$ cat src/rtl/seg7_mux.sv
// seg7_mux: multiplexed seven-segment driver with PWM brightness, leading-zero blanking and frame pulse
module seg7_mux #(
  parameter int NUM_DIGITS = 8,
  parameter int REFRESH_DIV = 65536,
  parameter bit SEG_ACTIVE_LOW = 1'b1,
  parameter bit AN_ACTIVE_LOW = 1'b1
) (
  input  logic                    clk,
  input  logic                    reset,
  input  logic                    load_i,
  input  logic [4*NUM_DIGITS-1:0] data_i,
  input  logic [NUM_DIGITS-1:0]   dp_in_i,
  input  logic                    blank_lz_i,
  input  logic [3:0]              brightness_i,
  output logic [6:0]              seg_o,
  output logic [NUM_DIGITS-1:0]   an_o,
  output logic                    dp_o,
  output logic                    frame_done_o
);
  localparam int DW = $clog2(REFRESH_DIV);
  localparam int IW = NUM_DIGITS > 1 ? $clog2(NUM_DIGITS) : 1;
  localparam logic [6:0] SEG_OFF = SEG_ACTIVE_LOW ? 7'h7F : 7'h00;
  localparam logic [NUM_DIGITS-1:0] AN_OFF = AN_ACTIVE_LOW ? '1 : '0;
  localparam logic DP_OFF = SEG_ACTIVE_LOW;

  logic [4*NUM_DIGITS-1:0] shd_data_q, shd_data_d;
  logic [NUM_DIGITS-1:0]   shd_dp_q, shd_dp_d;
  logic [DW-1:0]           div_cnt_q, div_cnt_d;
  logic [IW-1:0]           idx_q, idx_d;
  logic                    fd_pend_q, fd_pend_d;
  logic [6:0]              seg_q, seg_d;
  logic [NUM_DIGITS-1:0]   an_q, an_d;
  logic                    dp_q, dp_d;
  logic                    frame_done_q;
  logic [NUM_DIGITS-1:0]   keep;
  logic [3:0]              nib;
  logic                    slot_end, frame_end, on, blanked, dp_sel, keep_sel;

  // lit-segment pattern, bit0=a .. bit6=g, active high
  function automatic logic [6:0] font(input logic [3:0] h);
    case (h)
      4'h0: font = 7'h3F;
      4'h1: font = 7'h06;
      4'h2: font = 7'h5B;
      4'h3: font = 7'h4F;
      4'h4: font = 7'h66;
      4'h5: font = 7'h6D;
      4'h6: font = 7'h7D;
      4'h7: font = 7'h07;
      4'h8: font = 7'h7F;
      4'h9: font = 7'h6F;
      4'hA: font = 7'h77;
      4'hB: font = 7'h7C;
      4'hC: font = 7'h58;
      4'hD: font = 7'h5E;
      4'hE: font = 7'h79;
      default: font = 7'h71;
    endcase
  endfunction

  // keep[i] is set when any nibble from i up to the top digit is nonzero
  always_comb begin
    keep = '0;
    keep[NUM_DIGITS-1] = |shd_data_q[4*NUM_DIGITS-1 -: 4];
    for (int i = NUM_DIGITS - 2; i >= 0; i--) keep[i] = keep[i+1] | (|shd_data_q[4*i +: 4]);
  end

  // shadow capture, slot/digit counters and the frame pulse one cycle behind the wrap
  always_comb begin
    shd_data_d = load_i ? data_i : shd_data_q;
    shd_dp_d   = load_i ? dp_in_i : shd_dp_q;
    slot_end   = div_cnt_q == DW'(REFRESH_DIV - 1);
    frame_end  = slot_end && idx_q == IW'(NUM_DIGITS - 1);
    div_cnt_d  = slot_end ? '0 : div_cnt_q + DW'(1);
    idx_d      = frame_end ? '0 : slot_end ? idx_q + IW'(1) : idx_q;
    fd_pend_d  = frame_end;
  end

  // next display outputs from the current digit, PWM phase and blanking state
  always_comb begin
    nib      = 4'(shd_data_q >> {idx_q, 2'b00});
    dp_sel   = 1'(shd_dp_q >> idx_q);
    keep_sel = 1'(keep >> idx_q);
    on       = div_cnt_q[3:0] < brightness_i;
    blanked  = blank_lz_i && idx_q != '0 && !keep_sel;
    seg_d    = (on && !blanked) ? font(nib) ^ SEG_OFF : SEG_OFF;
    an_d     = on ? (NUM_DIGITS'(1) << idx_q) ^ AN_OFF : AN_OFF;
    dp_d     = (on && dp_sel) ^ DP_OFF;
  end

  // state and registered outputs, asynchronously cleared
  always_ff @(posedge clk or posedge reset) begin
    if (reset) begin
      shd_data_q   <= '0;
      shd_dp_q     <= '0;
      div_cnt_q    <= '0;
      idx_q        <= '0;
      fd_pend_q    <= 1'b0;
      seg_q        <= SEG_OFF;
      an_q         <= AN_OFF;
      dp_q         <= DP_OFF;
      frame_done_q <= 1'b0;
    end else begin
      shd_data_q   <= shd_data_d;
      shd_dp_q     <= shd_dp_d;
      div_cnt_q    <= div_cnt_d;
      idx_q        <= idx_d;
      fd_pend_q    <= fd_pend_d;
      seg_q        <= seg_d;
      an_q         <= an_d;
      dp_q         <= dp_d;
      frame_done_q <= fd_pend_q;
    end
  end

  assign seg_o        = seg_q;
  assign an_o         = an_q;
  assign dp_o         = dp_q;
  assign frame_done_o = frame_done_q;
endmodule

$ cat config.mk
export PLATFORM = sky130hd
export DESIGN_NAME = seg7_mux
export DESIGN_NICKNAME = d
export VERILOG_FILES = /design/src/rtl/seg7_mux.sv
export SDC_FILE = /design/constraint.sdc
export NUM_CORES = 1
export LEC_CHECK = 0
export CAP_MARGIN = 10
export CORE_ASPECT_RATIO = 2
export CORE_MARGIN = 10
export CORE_UTILIZATION = 55
export CTS_CLUSTER_SIZE = 16
export DETAILED_ROUTE_END_ITERATION = 12
export PLACE_DENSITY = 0.86
export SETUP_SLACK_MARGIN = 0.5
export SYNTH_ARGS = -nofsm -noshare
export SYNTH_HDL_FRONTEND = slang
export SYNTH_SLANG_ARGS = --single-unit
$ cat constraint.sdc
create_clock -name clk -period 5.6 [get_ports clk]
set_input_delay 0.84 -clock clk [delete_from_list [all_inputs] [get_ports clk]]
set_output_delay 0.84 -clock clk [all_outputs]
set_load 0.005 [all_outputs]
==> impl_results.md <==
* Outcome: completed
* Post-CTS setup repair buffer count at 0
* Main combinational cell family by area after synthesis: multiplexers
* Crit path time final at 2610 ps
* Post-route DRC at 0
* Num rows at 42
* Setup CP Type: reg -> reg
* Worst Setup Start Kind: flop
* Met3 routed WL at 247 um
* Clk_lat worst skew at 330 ps
* TritonCTS Buffers at 9
* Pwr Total at 1.44 mW
* Xor-xnor portion of the synthesized cell area at 2.81%
* Wire length per cell at 17.4 um
* Lkg Pwr at 1.98 nW
* Hold Crit Class: reg -> reg
* Final setup skew at 3.51 ps
* Vias in the first global route at 2808
* Antenna Cells at 0
* Gr ovfl total at 0
* Nets at 413
* Final worst hold slack at 362 ps
* Crit. Startpoint: idx_q[0]
* Die width at 78.3 um
* DP Cell Count at 426
* H-tree lvl count at 3
* Core area at 6620 sq um
* Simple logic cell fraction of the synthesized area at 9.59%
* Least-Margin Pin Slew at 933 ps
* Reg area at 1950 sq um
* Initial Util at 56.5%
* Syn Inst Count at 282
* Reg-to-reg slack, setup at 2990 ps
* Worst reg2reg path depth at 6
* Max Cap Violations at 0
* Post-CTS sizing at 0
* DRT iter0 DRCs at 106
* Area of the multi-input gates at 1690 sq um
* Wire length on met1 at 2840 um
* Dpl cell area at 4450 sq um
* RR Endpoint: seg_o[3]
* CP Max Fanout at 15
* Largest net degree at the start of global routing at 78
* Worst slew margin at 37.8%
* Synth Cell Area at 3740 sq um
* RR Startpoint: idx_q[0]
* Top layer in use: met4
* Hold buffers post-CTS at 0
* Hold Fails Final Rpt at 0
* F_max at 383 MHz
* Mean area per synthesized cell at 13.3 sq um
* CP Capture Type: flop
* Drt total wl at 7700 um
* Ratio of cells with drive above 1 in the final layout at 22.9%
* # fillers at 467
* Yosys warnings at 0
* Root buffer cell: clkbuf_16
* Multiplexer share of the synthesized area at 21.9%
* Routability congestion estimate at 0.839
* Crit path to: seg_o[3]
* RSZ-0062 raised after global routing: false
* Cell area after layout at 4790 sq um
* Final worst slack at 2990 ps
* P per Cell Area at 301 nW/um^2
* Part of the cycle the worst path needs at 46.7%
* Area fraction in compound gates after synthesis at 5.51%
* Final Util at 72.3%
* GRT Total Usage at 15.6%
* Req. time, crit path at 5840 ps
* Final slew viol count at 0
* Synth cell types at 48
* Clock transition at the registers of the reported paths at 50 ps
* Antenna-violating nets left at 0
* Antenna violations before repair at 0
* Sink Count at 77
* Adder-cell share of the synthesized area at 5.35%
* Via/cell ratio at 5.53
* Post-DP HPWL at 5770 um
* CTS tree: built
* Syn nets at 346
* Ys async rst share at 100%
* Synth Flop Type: dfrtp_1
* Post-synth EDFFs at 0
* Die Ht at 137 um
* Vias post-DR at 2443
* Area delta synth->final at 27.9%
* Maximum VDD drop at 0.000330 V
* CP arrival at 2860 ps
* Dpl ws at 2930 ps
* Die area at 10700 sq um
* Length of routed met2 wiring at 4420 um
* Sequential area share after synthesis at 52.0%
* Global-route wire length before repair at 13100 um
* Final Setup Violations at 0
* Worst min-delay path startpoint: fd_pend_q
* #FFs+latches synth at 77
* Bufs on Longest Clock Path at 2
* Fin Setup TNS at 0 ps
* Port Buffers at 64
* Ports at 65
* Final non-filler cell total at 442
* Number of iterations in the first detailed-routing pass at 4
-- critical path: stages, from the launching register on --
cell      delay [ps]
dfrtp_1          790
mux4_1           690
mux2i_4          220
inv_1            160
ha_1             260
o211ai_1         230
o311ai_1         150
-- layout by cell type, fill, tap and decap left out, types with 8 or more instances in the layout --
cell	netlist	layout
mux4_2	8	8
nand2_1	23	23
ha_1	16	16
dfrtp_1	61	61
mux2_1	16	16
mux2_2	26	26
nand3_1	9	9
clkdlybuf4s50_1	0	64
clkbuf_16	0	9
xnor2_1	9	9
nor2_1	15	15
dfstp_2	16	16
-- worst min path at each step --
stage	slack (ps)	depth (start not counted)	endpoint
CTS	360	0	frame_done_o
finish	360	0	frame_done_o
floorplan	330	0	frame_done_o
detailed placement	350	0	frame_done_o
global route	380	0	frame_done_o
global placement	340	0	frame_done_o
-- area by class of cell --
cell class | instances | share of cell area, %
Sequential cell | 77 | 40.7
Clock buffer | 12 | 5.15
Timing Repair Buffer | 66 | 13.7
Clock inverter | 4 | 1.99
Inverter | 10 | 0.941
Multi-Input combinational cell | 185 | 35.3
Tap cell | 88 | 2.30
-- flip-flops by register name, summed over array words and instances, names as in the netlist --
name,cells
seg_o,7
idx_q,3
shd_data_q,32
dp_o,1
fd_pend_q,1
an_o,8
frame_done_o,1
shd_dp_q,8
div_cnt_q,16
-- layer usage --
layer / up-vias / track usage (%)
li1: 1157 / -
met1: 1215 / 15.1
met2: 59 / 29.0
met3: 12 / 3.15
met4: 0 / 9.52
met5: - / 0
-- report_power, final --
part           internal (mW)  total [mW]  switching [mW]
clock network          0.446       0.652           0.206
logic                 0.0973       0.162          0.0643
registers              0.602       0.628          0.0253
total                   1.15        1.44           0.295
-- synth_stat cells (2+ instances only) --
cell type | count | area [sq um]
a21oi_1 | 7 | 35.0
and3_1 | 2 | 12.5
and4_1 | 4 | 35.0
buf_1 | 4 | 15.0
buf_2 | 2 | 10.0
buf_6 | 3 | 33.8
dfrtp_1 | 61 | 1530
dfstp_2 | 16 | 420
ha_1 | 16 | 200
inv_1 | 8 | 30.0
mux2_1 | 16 | 180
mux2_2 | 26 | 293
mux2i_1 | 3 | 30.0
mux2i_4 | 3 | 67.6
mux4_1 | 2 | 52.6
mux4_2 | 8 | 180
nand2_1 | 23 | 86.3
nand3_1 | 9 | 45.0
nand4_1 | 3 | 18.8
nor2_1 | 15 | 56.3
nor4_1 | 3 | 18.8
o211ai_1 | 2 | 15.0
o21ai_0 | 3 | 15.0
o21ai_1 | 5 | 25.0
o221ai_1 | 3 | 26.3
or4_2 | 3 | 26.3
xnor2_1 | 9 | 78.8
xor2_1 | 3 | 26.3
-- cells by family after synthesis --
logic type | count (synthesis)
DFF | 77
and+or+nand+nor | 70
muxes | 59
AOI/OAI and AO/OA | 28
buffers and inverters | 20
adders and majority gates | 16
xor gates and xnor gates | 12
(Power assumes the default switching activity.)
